### src/rtl/regfile_ctrl_pkg.sv
// Shared types and constants for the register-file port arbiter.
// No ports: provides word/index types, the arbiter state encoding and the
// default lock-burst limit.
package regfile_ctrl_pkg;

    localparam int unsigned DATA_W           = 16;
    localparam int unsigned NUM_W            = 3;
    localparam int unsigned NUM_REQ          = 2;
    localparam int unsigned LOCK_MAX_DEFAULT = 4;

    typedef logic [DATA_W-1:0] word_t;
    typedef logic [NUM_W-1:0]  reg_num_t;

    typedef enum logic [1:0] {
        ARB   = 2'd0,
        LOCK0 = 2'd1,
        LOCK1 = 2'd2
    } arb_state_t;

    // Lock state owned by requester idx.
    function automatic arb_state_t lock_state(input logic idx);
        return idx ? LOCK1 : LOCK0;
    endfunction

endpackage

### src/rtl/regfile_port_arbiter_if.sv
// Requester-side bus of the register-file port arbiter.
// Per requester i (bit/element i): req_valid/we/num/wdata/lock in,
// req_ready grant out, rsp_valid/rsp_data read response out.
// slave = arbiter side, master = requester side.
interface regfile_port_arbiter_if;
    import regfile_ctrl_pkg::*;

    logic     [NUM_REQ-1:0] req_valid;
    logic     [NUM_REQ-1:0] req_we;
    reg_num_t [NUM_REQ-1:0] req_num;
    word_t    [NUM_REQ-1:0] req_wdata;
    logic     [NUM_REQ-1:0] req_lock;
    logic     [NUM_REQ-1:0] req_ready;
    logic     [NUM_REQ-1:0] rsp_valid;
    word_t    [NUM_REQ-1:0] rsp_data;

    modport slave (
        input  req_valid, req_we, req_num, req_wdata, req_lock,
        output req_ready, rsp_valid, rsp_data
    );

    modport master (
        output req_valid, req_we, req_num, req_wdata, req_lock,
        input  req_ready, rsp_valid, rsp_data
    );

endinterface

### src/rtl/regfile_port_arbiter_rr.sv
// Two-way round-robin grant.
// valid      : eligible requesters
// last_grant : index of the requester granted most recently
// gnt        : one-hot (or zero) grant; on a tie the requester that did not
//              win last time is chosen.
module rr_arbiter2 (
    input  logic [1:0] valid,
    input  logic       last_grant,
    output logic [1:0] gnt
);

    always_comb begin
        gnt    = 2'b00;
        gnt[0] = valid[0] & (~valid[1] | last_grant);
        gnt[1] = valid[1] & (~valid[0] | ~last_grant);
    end

endmodule

### src/rtl/regfile_port_arbiter.sv
// Shares the single write port and single read port of the 8x16 register
// file between the datapath controller (req 0) and the load/debug unit (req 1).
// clk, rst_n   : clock and synchronous active-low reset
// bus          : requester handshake, lock and read-response signals
// rf_write, rf_writenum, rf_data_in, rf_readnum : register-file drive
// rf_data_out  : register-file combinational read data
module regfile_port_arbiter
    import regfile_ctrl_pkg::*;
#(
    parameter int unsigned LOCK_MAX = LOCK_MAX_DEFAULT
) (
    input  logic                   clk,
    input  logic                   rst_n,
    regfile_port_arbiter_if.slave  bus,
    output logic                   rf_write,
    output reg_num_t               rf_writenum,
    output word_t                  rf_data_in,
    output reg_num_t               rf_readnum,
    input  word_t                  rf_data_out
);

    localparam int unsigned     CNT_W    = (LOCK_MAX > 1) ? $clog2(LOCK_MAX) : 1;
    localparam logic [CNT_W-1:0] CNT_LAST = CNT_W'(LOCK_MAX - 1);

    arb_state_t        state_q, state_d;
    logic [CNT_W-1:0]  lock_cnt_q, lock_cnt_d;
    logic              last_grant_q, last_grant_d;
    logic [1:0]        rsp_valid_q, rsp_valid_d;
    word_t [1:0]       rsp_data_q, rsp_data_d;

    logic              locked;
    logic [1:0]        elig;
    logic [1:0]        arb_gnt;
    logic [1:0]        gnt;
    logic              beat;
    logic              g;

    // Lock only restricts eligibility while the owner is still valid; an idle
    // owner releases the port in the same cycle.
    always_comb begin
        locked = 1'b0;
        elig   = bus.req_valid;
        if (state_q == LOCK0 && bus.req_valid[0]) begin
            locked = 1'b1;
            elig   = 2'b01;
        end else if (state_q == LOCK1 && bus.req_valid[1]) begin
            locked = 1'b1;
            elig   = 2'b10;
        end
    end

    rr_arbiter2 u_rr (
        .valid      (elig),
        .last_grant (last_grant_q),
        .gnt        (arb_gnt)
    );

    // Nothing is granted while in reset, so the register file is never written then.
    assign gnt           = rst_n ? arb_gnt : 2'b00;
    assign beat          = |gnt;
    assign g             = gnt[1];
    assign bus.req_ready = gnt;
    assign bus.rsp_valid = rsp_valid_q;
    assign bus.rsp_data  = rsp_data_q;

    // Lock FSM and round-robin history.
    always_comb begin
        state_d      = state_q;
        lock_cnt_d   = lock_cnt_q;
        last_grant_d = last_grant_q;
        if (!locked) begin
            state_d    = ARB;
            lock_cnt_d = '0;
        end
        if (beat) begin
            last_grant_d = g;
            if (locked) begin
                if (bus.req_lock[g] && lock_cnt_q < CNT_LAST) begin
                    state_d    = state_q;
                    lock_cnt_d = lock_cnt_q + CNT_W'(1);
                end else begin
                    state_d    = ARB;
                    lock_cnt_d = '0;
                end
            end else if (bus.req_lock[g]) begin
                state_d    = lock_state(g);
                lock_cnt_d = CNT_W'(1);
            end
        end
    end

    // Read responses: capture the register file one cycle after the beat.
    always_comb begin
        rsp_valid_d = 2'b00;
        rsp_data_d  = rsp_data_q;
        if (beat && !bus.req_we[g]) begin
            rsp_valid_d[g] = 1'b1;
            rsp_data_d[g]  = rf_data_out;
        end
    end

    // Register-file port mux; buses idle at zero without a grant.
    always_comb begin
        rf_write    = 1'b0;
        rf_writenum = '0;
        rf_data_in  = '0;
        rf_readnum  = '0;
        if (beat) begin
            rf_write    = bus.req_we[g];
            rf_writenum = bus.req_num[g];
            rf_data_in  = bus.req_wdata[g];
            rf_readnum  = bus.req_num[g];
        end
    end

    always_ff @(posedge clk) begin
        if (!rst_n) begin
            state_q      <= ARB;
            lock_cnt_q   <= '0;
            last_grant_q <= 1'b1;
            rsp_valid_q  <= 2'b00;
            rsp_data_q   <= '0;
        end else begin
            state_q      <= state_d;
            lock_cnt_q   <= lock_cnt_d;
            last_grant_q <= last_grant_d;
            rsp_valid_q  <= rsp_valid_d;
            rsp_data_q   <= rsp_data_d;
        end
    end

endmodule
### src/flat_wrapper.sv
// flat-port wrapper written by rule: the top's interface ports become plain ports
module regfile_port_arbiter_flat import regfile_ctrl_pkg::*;
#(
    parameter int unsigned LOCK_MAX = LOCK_MAX_DEFAULT
)
  (clk, rst_n, rf_write, rf_writenum, rf_data_in, rf_readnum, rf_data_out, bus_req_valid, bus_req_we, bus_req_num, bus_req_wdata, bus_req_lock, bus_req_ready, bus_rsp_valid, bus_rsp_data);
  regfile_port_arbiter_if bus_i ();
  input  logic clk;
  input  logic rst_n;
  output logic rf_write;
  output reg_num_t rf_writenum;
  output word_t rf_data_in;
  output reg_num_t rf_readnum;
  input  word_t rf_data_out;
  input wire logic [$bits(bus_i.req_valid)-1:0] bus_req_valid;
  input wire logic [$bits(bus_i.req_we)-1:0] bus_req_we;
  input wire logic [$bits(bus_i.req_num)-1:0] bus_req_num;
  input wire logic [$bits(bus_i.req_wdata)-1:0] bus_req_wdata;
  input wire logic [$bits(bus_i.req_lock)-1:0] bus_req_lock;
  output wire logic [$bits(bus_i.req_ready)-1:0] bus_req_ready;
  output wire logic [$bits(bus_i.rsp_valid)-1:0] bus_rsp_valid;
  output wire logic [$bits(bus_i.rsp_data)-1:0] bus_rsp_data;
  assign bus_i.req_valid = bus_req_valid;
  assign bus_i.req_we = bus_req_we;
  assign bus_i.req_num = bus_req_num;
  assign bus_i.req_wdata = bus_req_wdata;
  assign bus_i.req_lock = bus_req_lock;
  assign bus_req_ready = bus_i.req_ready;
  assign bus_rsp_valid = bus_i.rsp_valid;
  assign bus_rsp_data = bus_i.rsp_data;
  regfile_port_arbiter #(.LOCK_MAX(LOCK_MAX)) u_core (.clk(clk), .rst_n(rst_n), .bus(bus_i), .rf_write(rf_write), .rf_writenum(rf_writenum), .rf_data_in(rf_data_in), .rf_readnum(rf_readnum), .rf_data_out(rf_data_out));
endmodule
### config.mk
export PLATFORM = sky130hd
export DESIGN_NAME = regfile_port_arbiter_flat
export DESIGN_NICKNAME = d
export VERILOG_FILES = /design/src/rtl/regfile_ctrl_pkg.sv /design/src/rtl/regfile_port_arbiter_if.sv /design/src/rtl/regfile_port_arbiter_rr.sv /design/src/rtl/regfile_port_arbiter.sv /design/src/flat_wrapper.sv
export SDC_FILE = /design/constraint.sdc
export NUM_CORES = 1
export LEC_CHECK = 0
export ABC_AREA = 1
export CAP_MARGIN = 20
export CELL_PAD_IN_SITES_DETAIL_PLACEMENT = 0
export CELL_PAD_IN_SITES_GLOBAL_PLACEMENT = 1
export CORE_MARGIN = 8
export CORE_UTILIZATION = 26
export CTS_CLUSTER_DIAMETER = 150
export DETAILED_ROUTE_END_ITERATION = 10
export MAX_ROUTING_LAYER = met4
export PLACE_DENSITY = 0.83
export SLEW_MARGIN = 10
export SYNTH_ARGS = -nofsm -noshare
export SYNTH_HDL_FRONTEND = slang
export SYNTH_SLANG_ARGS = --single-unit
### constraint.sdc
create_clock -name clk -period 4.3 [get_ports clk]
set_clock_uncertainty 0.05 [all_clocks]
set_input_delay 0.43 -clock clk [delete_from_list [all_inputs] [get_ports clk]]
set_output_delay 0.43 -clock clk [all_outputs]
set_load 0.005 [all_outputs]
==> impl_metrics.xml, run 1 <==
<?xml version="1.0" encoding="UTF-8"?>
<metrics>
  <group name="clocking">
    <metric name="cts_hold_buf" unit="">0</metric>
    <metric name="clock_sinks" unit="">39</metric>
    <metric name="numCtsBuffers" unit="">5</metric>
    <metric name="ctsLongestPathBuffers" unit="">2</metric>
    <metric name="worst_setup_hold_path_clk_slew" unit="ns">0.07</metric>
    <metric name="cts.repair_timing.setup_buffer_count" unit="">0</metric>
    <metric name="cts_tree" unit="">built</metric>
    <metric name="ctsHtreeMaxLevel" unit="">2</metric>
    <metric name="clk-insertion-delay-late" unit="ns">0.29</metric>
    <metric name="clock_tree.root_cell" unit="">sky130_fd_sc_hd__clkbuf_8</metric>
    <metric name="postCtsResizedCells" unit="">0</metric>
  </group>
  <group name="floorplanning">
    <metric name="die_h" unit="um">105</metric>
    <metric name="pin_count" unit="">121</metric>
    <metric name="placeable_core_area" unit="mm^2">0.00765</metric>
    <metric name="placement_rows" unit="">32</metric>
    <metric name="initial_util" unit="%">26.7</metric>
    <metric name="overall_die_area" unit="mm^2">0.0109</metric>
    <metric name="die_width" unit="um">105</metric>
  </group>
  <group name="final_layout">
    <metric name="most-common-layout-cells" unit="">sky130_fd_sc_hd__clkdlybuf4s50_1, sky130_fd_sc_hd__nand2_1, sky130_fd_sc_hd__dfxtp_1, sky130_fd_sc_hd__inv_1, sky130_fd_sc_hd__nor2_1</metric>
    <metric name="diode_insertion_count_for_antenna_repair" unit="">0</metric>
    <metric name="layout_overhead_on_the_synthesized_area" unit="%">65.6</metric>
    <metric name="layout.nets" unit="">480</metric>
    <metric name="most_common_cell_after_layout_fill_and_taps_aside" unit="">sky130_fd_sc_hd__clkdlybuf4s50_1</metric>
    <metric name="final_layout_size_suffix_gt1_share" unit="%">10.1</metric>
    <metric name="post_layout_nonfiller_instances" unit="">519</metric>
    <metric name="final_core_utilization" unit="%">44.2</metric>
  </group>
  <group name="global_routing">
    <metric name="antenna_violations_before_repair" unit="">0</metric>
    <metric name="grt_max_degree" unit="">42</metric>
    <metric name="overflow" unit="">0</metric>
    <metric name="via_count_of_the_first_global_routing_pass" unit="">2322</metric>
    <metric name="grt_usage" unit="%">13.7</metric>
    <metric name="grt_first_pass_wirelength" unit="um">12100</metric>
  </group>
  <group name="setup_path">
    <metric name="r2r_cells" unit="">10</metric>
    <metric name="regToRegStartpoint" unit="">u_core.state_q[0]</metric>
    <metric name="cp_data_required_time" unit="ns">3.82</metric>
    <metric name="cp_max_fo" unit="">41</metric>
    <metric name="cp-startpoint" unit="">rst_n</metric>
    <metric name="timing.critical_path.to_type" unit="">output pin</metric>
    <metric name="critical_path_arrival" unit="ns">3.09</metric>
    <metric name="worstSetupStartpointType" unit="">primary input</metric>
    <metric name="worstSetupPathType" unit="">in2out</metric>
  </group>
  <group name="yosys">
    <metric name="top_reg_cell_synth" unit="">sky130_fd_sc_hd__dfxtp_1</metric>
    <metric name="synth_register_bits" unit="">39</metric>
    <metric name="post_synth_inst_count" unit="">307</metric>
    <metric name="async_flop_share" unit="%">0</metric>
    <metric name="yosys_warnings" unit="">0</metric>
    <metric name="synth_top_cell_area_share" unit="%">38.3</metric>
    <metric name="synth_top_area_cell" unit="">sky130_fd_sc_hd__dfxtp_1</metric>
    <metric name="synth.top_cells.by_area" unit="">sky130_fd_sc_hd__dfxtp_1, sky130_fd_sc_hd__nand2_1, sky130_fd_sc_hd__inv_1, sky130_fd_sc_hd__nor2_1, sky130_fd_sc_hd__nor3_1</metric>
    <metric name="synth_area_per_cell" unit="um^2">6.64</metric>
    <metric name="synthesis.nets" unit="">370</metric>
    <metric name="synth_sequential_area_ratio" unit="%">38.3</metric>
    <metric name="synth-edff-count" unit="">0</metric>
    <metric name="synth.lib_cells_used.distinct" unit="">28</metric>
    <metric name="netlist_area" unit="mm^2">0.00204</metric>
  </group>
  <group name="timing">
    <metric name="final_min_period_over_clock_period" unit="%">83.0</metric>
    <metric name="setup_violations" unit="">0</metric>
    <metric name="fmax" unit="GHz">0.280</metric>
    <metric name="report.final.hold_viol_count" unit="">0</metric>
    <metric name="tightestPinTransition" unit="ns">0.704</metric>
    <metric name="final.min_clock_period" unit="ns">3.57</metric>
    <metric name="relative_slew_slack" unit="%">52.9</metric>
    <metric name="final.setup.worst_slack" unit="ns">0.729</metric>
    <metric name="final-max-slew-violation-count" unit="">0</metric>
    <metric name="setup_total_negative_slack" unit="ns">0</metric>
    <metric name="rsz0062_at_grt" unit="">false</metric>
    <metric name="hold_ws" unit="ns">0.399</metric>
  </group>
  <group name="drt">
    <metric name="dr_total_vias" unit="">2291</metric>
    <metric name="detailroute.wirelength.met2" unit="um">3160</metric>
    <metric name="postRouteWirelength" unit="um">7280</metric>
    <metric name="wl_met3" unit="um">529</metric>
    <metric name="wl_per_cell" unit="um">14.0</metric>
    <metric name="post-route-drc-count" unit="">0</metric>
    <metric name="post_drt_via_cell_ratio" unit="">4.41</metric>
    <metric name="routedLengthMet1" unit="um">3520</metric>
    <metric name="remaining_antenna_violation_count" unit="">0</metric>
    <metric name="topRoutingLayerUsed" unit="">met4</metric>
    <metric name="drt_first_iter_violations" unit="">68</metric>
    <metric name="drt_pre_antenna_iters" unit="">4</metric>
  </group>
  <group name="worst_hold_path">
    <metric name="worst_hold_path.num_cells" unit="">1</metric>
    <metric name="holdCritPathClass" unit="">reg2reg</metric>
    <metric name="hold_path.startpoint" unit="">u_core.lock_cnt_q[0]</metric>
  </group>
  <group name="place">
    <metric name="place_ws" unit="ns">0.676</metric>
    <metric name="final_replace_weighted_congestion" unit="">0.820</metric>
    <metric name="port-buffer-count" unit="">120</metric>
    <metric name="dp_cells" unit="">512</metric>
    <metric name="dp_hpwl" unit="um">5640</metric>
  </group>
  <group name="power">
    <metric name="static_leakage" unit="nW">1.49</metric>
    <metric name="power_density" unit="mW/mm^2">268</metric>
    <metric name="irDropWorstVdd" unit="V">0.000122</metric>
  </group>
  <group name="flow_run">
    <metric name="maxCapViolations" unit="">0</metric>
  </group>
  <group name="status">
    <metric name="status" unit="">finished clean</metric>
  </group>
</metrics>
metrics by stage:
| step | cell area, um^2 | power, mW |
|---|---|---|
| floorplan | 2040 | 0.485 |
| CTS | 3380 | 0.917 |
| global route | 3380 | 0.956 |
| global placement | 3270 | 0.617 |
| finish | 3380 | 0.904 |
| detailed placement | 3270 | 0.618 |
where the power goes:
group / internal [mW] / switching (mW) / total [mW]
combinational: 0.126 / 0.0970 / 0.223
sequential: 0.376 / 0.00822 / 0.385
clock: 0.170 / 0.127 / 0.296
sequential cells by signal (all words and copies together), names as in the netlist:
register	count
u_core.bus.rsp_data	32
u_core.bus.rsp_valid	2
u_core.lock_cnt_q	2
u_core.state_q	2
u_core.last_grant_q	1
kinds of logic after synthesis:
group | count (synthesis) | synth area share [%]
and+or+nand+nor | 178 | 38.4
buffers and inverters | 52 | 11.7
DFF | 39 | 38.3
AOI/OAI and AO/OA | 37 | 11.0
adders and majority gates | 1 | 0.613
layout make-up:
cell class,count,area [um^2]
Clock inverter,2,37.5
Multi-Input combinational cell,216,1020
Sequential cell,39,781
Timing Repair Buffer,122,1220
Inverter,33,126
Tap cell,102,128
Clock buffer,5,68.8
Fill cell,794,4270
critical path, stage by stage:
cell,delay (ns)
sky130_fd_sc_hd__clkdlybuf4s50_1,0.50
sky130_fd_sc_hd__inv_2,0.18
sky130_fd_sc_hd__nor2_4,0.19
sky130_fd_sc_hd__nand2_4,0.26
sky130_fd_sc_hd__nand2_1,0.64
sky130_fd_sc_hd__inv_1,0.17
sky130_fd_sc_hd__a21oi_1,0.16
sky130_fd_sc_hd__clkdlybuf4s50_1,0.55
cells in the mapped netlist (2+ instances only):
cell type	number
sky130_fd_sc_hd__buf_4	6
sky130_fd_sc_hd__a21oi_2	9
sky130_fd_sc_hd__clkbuf_1	5
sky130_fd_sc_hd__buf_2	6
sky130_fd_sc_hd__nand4_1	2
sky130_fd_sc_hd__nand2_2	12
sky130_fd_sc_hd__nand2_1	111
sky130_fd_sc_hd__nor3_1	16
sky130_fd_sc_hd__nor2_1	24
sky130_fd_sc_hd__a21oi_1	9
sky130_fd_sc_hd__inv_1	28
sky130_fd_sc_hd__inv_2	4
sky130_fd_sc_hd__dfxtp_1	39
sky130_fd_sc_hd__nand3_1	5
sky130_fd_sc_hd__o21ai_0	15
sky130_fd_sc_hd__nand3_2	3
sky130_fd_sc_hd__o21ai_1	2
path summary, 6_finish.rpt:
| kind | to | slack, ns |
|---|---|---|
| setup / recovery | rf_write | 0.73 |
| hold reg to reg | u_core.lock_cnt_q[0] | 0.40 |
| hold / removal | u_core.lock_cnt_q[0] | 0.40 |
| setup reg to reg | u_core.bus.rsp_data[4] | 1.96 |
routing by layer:
layer	up-vias	GRT usage, %
li1	1168	-
met1	1010	17.4
met2	101	21.2
met3	12	3.50
met4	0	3.10
met5	-	-
(Power assumes the default switching activity.)
==> inputs of run 2 (changes only) <==
--- a/config.mk
+++ b/config.mk
@@ -10,11 +10,11 @@
 export CELL_PAD_IN_SITES_DETAIL_PLACEMENT = 0
 export CELL_PAD_IN_SITES_GLOBAL_PLACEMENT = 1
 export CORE_MARGIN = 8
-export CORE_UTILIZATION = 26
+export CORE_UTILIZATION = 25
 export CTS_CLUSTER_DIAMETER = 150
 export DETAILED_ROUTE_END_ITERATION = 10
 export MAX_ROUTING_LAYER = met4
-export PLACE_DENSITY = 0.83
+export PLACE_DENSITY = 0.8
 export SLEW_MARGIN = 10
 export SYNTH_ARGS = -nofsm -noshare
 export SYNTH_HDL_FRONTEND = slang
==> constraint.sdc (replaced) <==
create_clock -name clk -period 3.65 [get_ports clk]
set_clock_uncertainty 0.05 [all_clocks]
set_input_delay 0.365 -clock clk [delete_from_list [all_inputs] [get_ports clk]]
set_output_delay 0.365 -clock clk [all_outputs]
set_load 0.005 [all_outputs]
==> impl_metrics.xml, run 2 (synthesized netlist as in run 1, its figures left out) <==
<?xml version="1.0" encoding="UTF-8"?>
<metrics>
  <group name="drt">
    <metric name="dr_total_vias" unit="">2256</metric>
    <metric name="drt_first_iter_violations" unit="">67</metric>
    <metric name="wl_met3" unit="um">391</metric>
    <metric name="routedLengthMet1" unit="um">3400</metric>
    <metric name="postRouteWirelength" unit="um">7270</metric>
    <metric name="post_drt_via_cell_ratio" unit="">4.29</metric>
    <metric name="post-route-drc-count" unit="">0</metric>
    <metric name="remaining_antenna_violation_count" unit="">0</metric>
    <metric name="drt_pre_antenna_iters" unit="">4</metric>
    <metric name="detailroute.wirelength.met2" unit="um">3450</metric>
    <metric name="topRoutingLayerUsed" unit="">met4</metric>
    <metric name="wl_per_cell" unit="um">13.8</metric>
  </group>
  <group name="status">
    <metric name="status" unit="">finished clean</metric>
  </group>
  <group name="setup_path">
    <metric name="critical_path_arrival" unit="ns">2.61</metric>
    <metric name="worstSetupPathType" unit="">in2out</metric>
    <metric name="timing.critical_path.to_type" unit="">output pin</metric>
    <metric name="timing.reg2reg.setup_slack" unit="ns">1.52</metric>
    <metric name="worstPathCellList" unit="">clkdlybuf4s50_1 -&gt; inv_2 -&gt; nor2_4 -&gt; nand2_4 -&gt; nand2_1 -&gt; buf_4 -&gt; nand2_1 -&gt; inv_1 -&gt; clkdlybuf4s50_1</metric>
    <metric name="cp_data_required_time" unit="ns">3.23</metric>
    <metric name="worst_path_slowest_cell" unit="">sky130_fd_sc_hd__clkdlybuf4s50_1</metric>
    <metric name="max_stage_delay" unit="ns">0.59</metric>
    <metric name="cp_max_fo" unit="">19</metric>
    <metric name="worstSetupStartpointType" unit="">primary input</metric>
  </group>
  <group name="timing">
    <metric name="rsz0062_at_grt" unit="">false</metric>
    <metric name="setup_total_negative_slack" unit="ns">0</metric>
    <metric name="final-max-slew-violation-count" unit="">0</metric>
    <metric name="tightestPinTransition" unit="ns">0.582</metric>
    <metric name="setup_violations" unit="">0</metric>
    <metric name="relative_slew_slack" unit="%">61.2</metric>
    <metric name="final_min_period_over_clock_period" unit="%">82.8</metric>
    <metric name="fmax" unit="GHz">0.331</metric>
    <metric name="final.min_clock_period" unit="ns">3.02</metric>
    <metric name="report.final.hold_viol_count" unit="">0</metric>
    <metric name="final.setup.worst_slack" unit="ns">0.627</metric>
  </group>
  <group name="power">
    <metric name="power_density" unit="mW/mm^2">316</metric>
    <metric name="irDropWorstVdd" unit="V">0.000134</metric>
    <metric name="total_power" unit="mW">1.08</metric>
    <metric name="static_leakage" unit="nW">1.51</metric>
  </group>
  <group name="floorplanning">
    <metric name="placeable_core_area" unit="mm^2">0.00805</metric>
    <metric name="overall_die_area" unit="mm^2">0.0113</metric>
    <metric name="initial_util" unit="%">25.3</metric>
    <metric name="pin_count" unit="">121</metric>
    <metric name="placement_rows" unit="">33</metric>
    <metric name="die_width" unit="um">106</metric>
    <metric name="die_h" unit="um">106</metric>
  </group>
  <group name="final_layout">
    <metric name="most_common_cell_after_layout_fill_and_taps_aside" unit="">sky130_fd_sc_hd__clkdlybuf4s50_1</metric>
    <metric name="diode_insertion_count_for_antenna_repair" unit="">0</metric>
    <metric name="fin_area" unit="mm^2">0.00341</metric>
    <metric name="layout.nets" unit="">483</metric>
    <metric name="largest_reg_flops" unit="">32</metric>
    <metric name="final_layout_size_suffix_gt1_share" unit="%">10.9</metric>
    <metric name="fill_cells" unit="">871</metric>
    <metric name="post_layout_nonfiller_instances" unit="">526</metric>
    <metric name="layout_overhead_on_the_synthesized_area" unit="%">67.2</metric>
    <metric name="most-common-layout-cells" unit="">sky130_fd_sc_hd__clkdlybuf4s50_1, sky130_fd_sc_hd__nand2_1, sky130_fd_sc_hd__dfxtp_1, sky130_fd_sc_hd__inv_1, sky130_fd_sc_hd__nor2_1</metric>
  </group>
  <group name="clocking">
    <metric name="clock_tree.root_cell" unit="">sky130_fd_sc_hd__clkbuf_8</metric>
    <metric name="postCtsResizedCells" unit="">0</metric>
    <metric name="worst_setup_hold_path_clk_slew" unit="ns">0.08</metric>
    <metric name="clk-insertion-delay-late" unit="ns">0.29</metric>
    <metric name="cts_tree" unit="">built</metric>
    <metric name="ctsHtreeMaxLevel" unit="">2</metric>
    <metric name="cts.repair_timing.setup_buffer_count" unit="">0</metric>
    <metric name="cts_hold_buf" unit="">0</metric>
    <metric name="ctsLongestPathBuffers" unit="">2</metric>
    <metric name="clock_sinks" unit="">39</metric>
    <metric name="numCtsBuffers" unit="">5</metric>
  </group>
  <group name="place">
    <metric name="place_ws" unit="ns">0.563</metric>
    <metric name="port-buffer-count" unit="">120</metric>
    <metric name="dpl-instance-area" unit="mm^2">0.00330</metric>
    <metric name="dp_hpwl" unit="um">5630</metric>
    <metric name="final_replace_weighted_congestion" unit="">0.789</metric>
    <metric name="dp_cells" unit="">518</metric>
  </group>
  <group name="worst_hold_path">
    <metric name="holdCritPathClass" unit="">reg2reg</metric>
  </group>
  <group name="global_routing">
    <metric name="grt_usage" unit="%">13.4</metric>
    <metric name="via_count_of_the_first_global_routing_pass" unit="">2379</metric>
    <metric name="grt_max_degree" unit="">24</metric>
    <metric name="overflow" unit="">0</metric>
    <metric name="antenna_violations_before_repair" unit="">0</metric>
    <metric name="grt_first_pass_wirelength" unit="um">12100</metric>
  </group>
  <group name="flow_run">
    <metric name="maxCapViolations" unit="">0</metric>
  </group>
</metrics>
run 2: cell count changes in the layout (fill, tap and decap cells not counted):
cell / delta
sky130_fd_sc_hd__clkinv_4: +1
sky130_fd_sc_hd__buf_4: +3
sky130_fd_sc_hd__clkinv_2: +1
sky130_fd_sc_hd__clkinvlp_4: -1
run 2: area by class of cell:
cell class	instances	area (um^2)	area share (%)
sequential	39	781	22.9
clock buffer	5	68.8	2.02
tap	105	131	3.85
inverter	33	126	3.71
multi-input combinational	216	1020	29.9
clock inverter	3	43.8	1.28
timing repair buffer	125	1240	36.3
run 2: per-stage QoR:
step / hold slack (ns) / utilization, %
3_5_place_dp: 0.407 / 40.9
5_1_grt: 0.445 / 42.3
3_3_place_gp: 0.386 / 40.9
4_1_cts: 0.419 / 42.3
2_1_floorplan: 0.367 / -
6_report: 0.406 / 42.3
run 2: where the power goes:
| group | internal, mW | switching [mW] | total (mW) |
|---|---|---|---|
| clock | 0.204 | 0.155 | 0.358 |
| sequential | 0.443 | 0.0104 | 0.454 |
| combinational | 0.151 | 0.113 | 0.264 |
run 2: per-layer routing:
metal,up-vias,GRT usage [%]
met4,0,2.11
met3,4,3.39
li1,1173,-
met5,-,-
met2,72,22.1
met1,1007,16.3
run 2: final timing paths:
kind / to / cells past startpoint / start
max: rf_writenum[2] / 9 / rst_n
min: u_core.lock_cnt_q[0] / 1 / u_core.lock_cnt_q[0]
max reg2reg: u_core.bus.rsp_data[0] / 10 / u_core.state_q[0]
min reg2reg: u_core.lock_cnt_q[0] / 1 / u_core.lock_cnt_q[0]
run 2: worst max-delay path: cells and delay by family:
| kind | cells | cell delay [ns] |
|---|---|---|
| buffers and inverters | 5 | 1.47 |
| and+or+nand+nor | 4 | 0.77 |
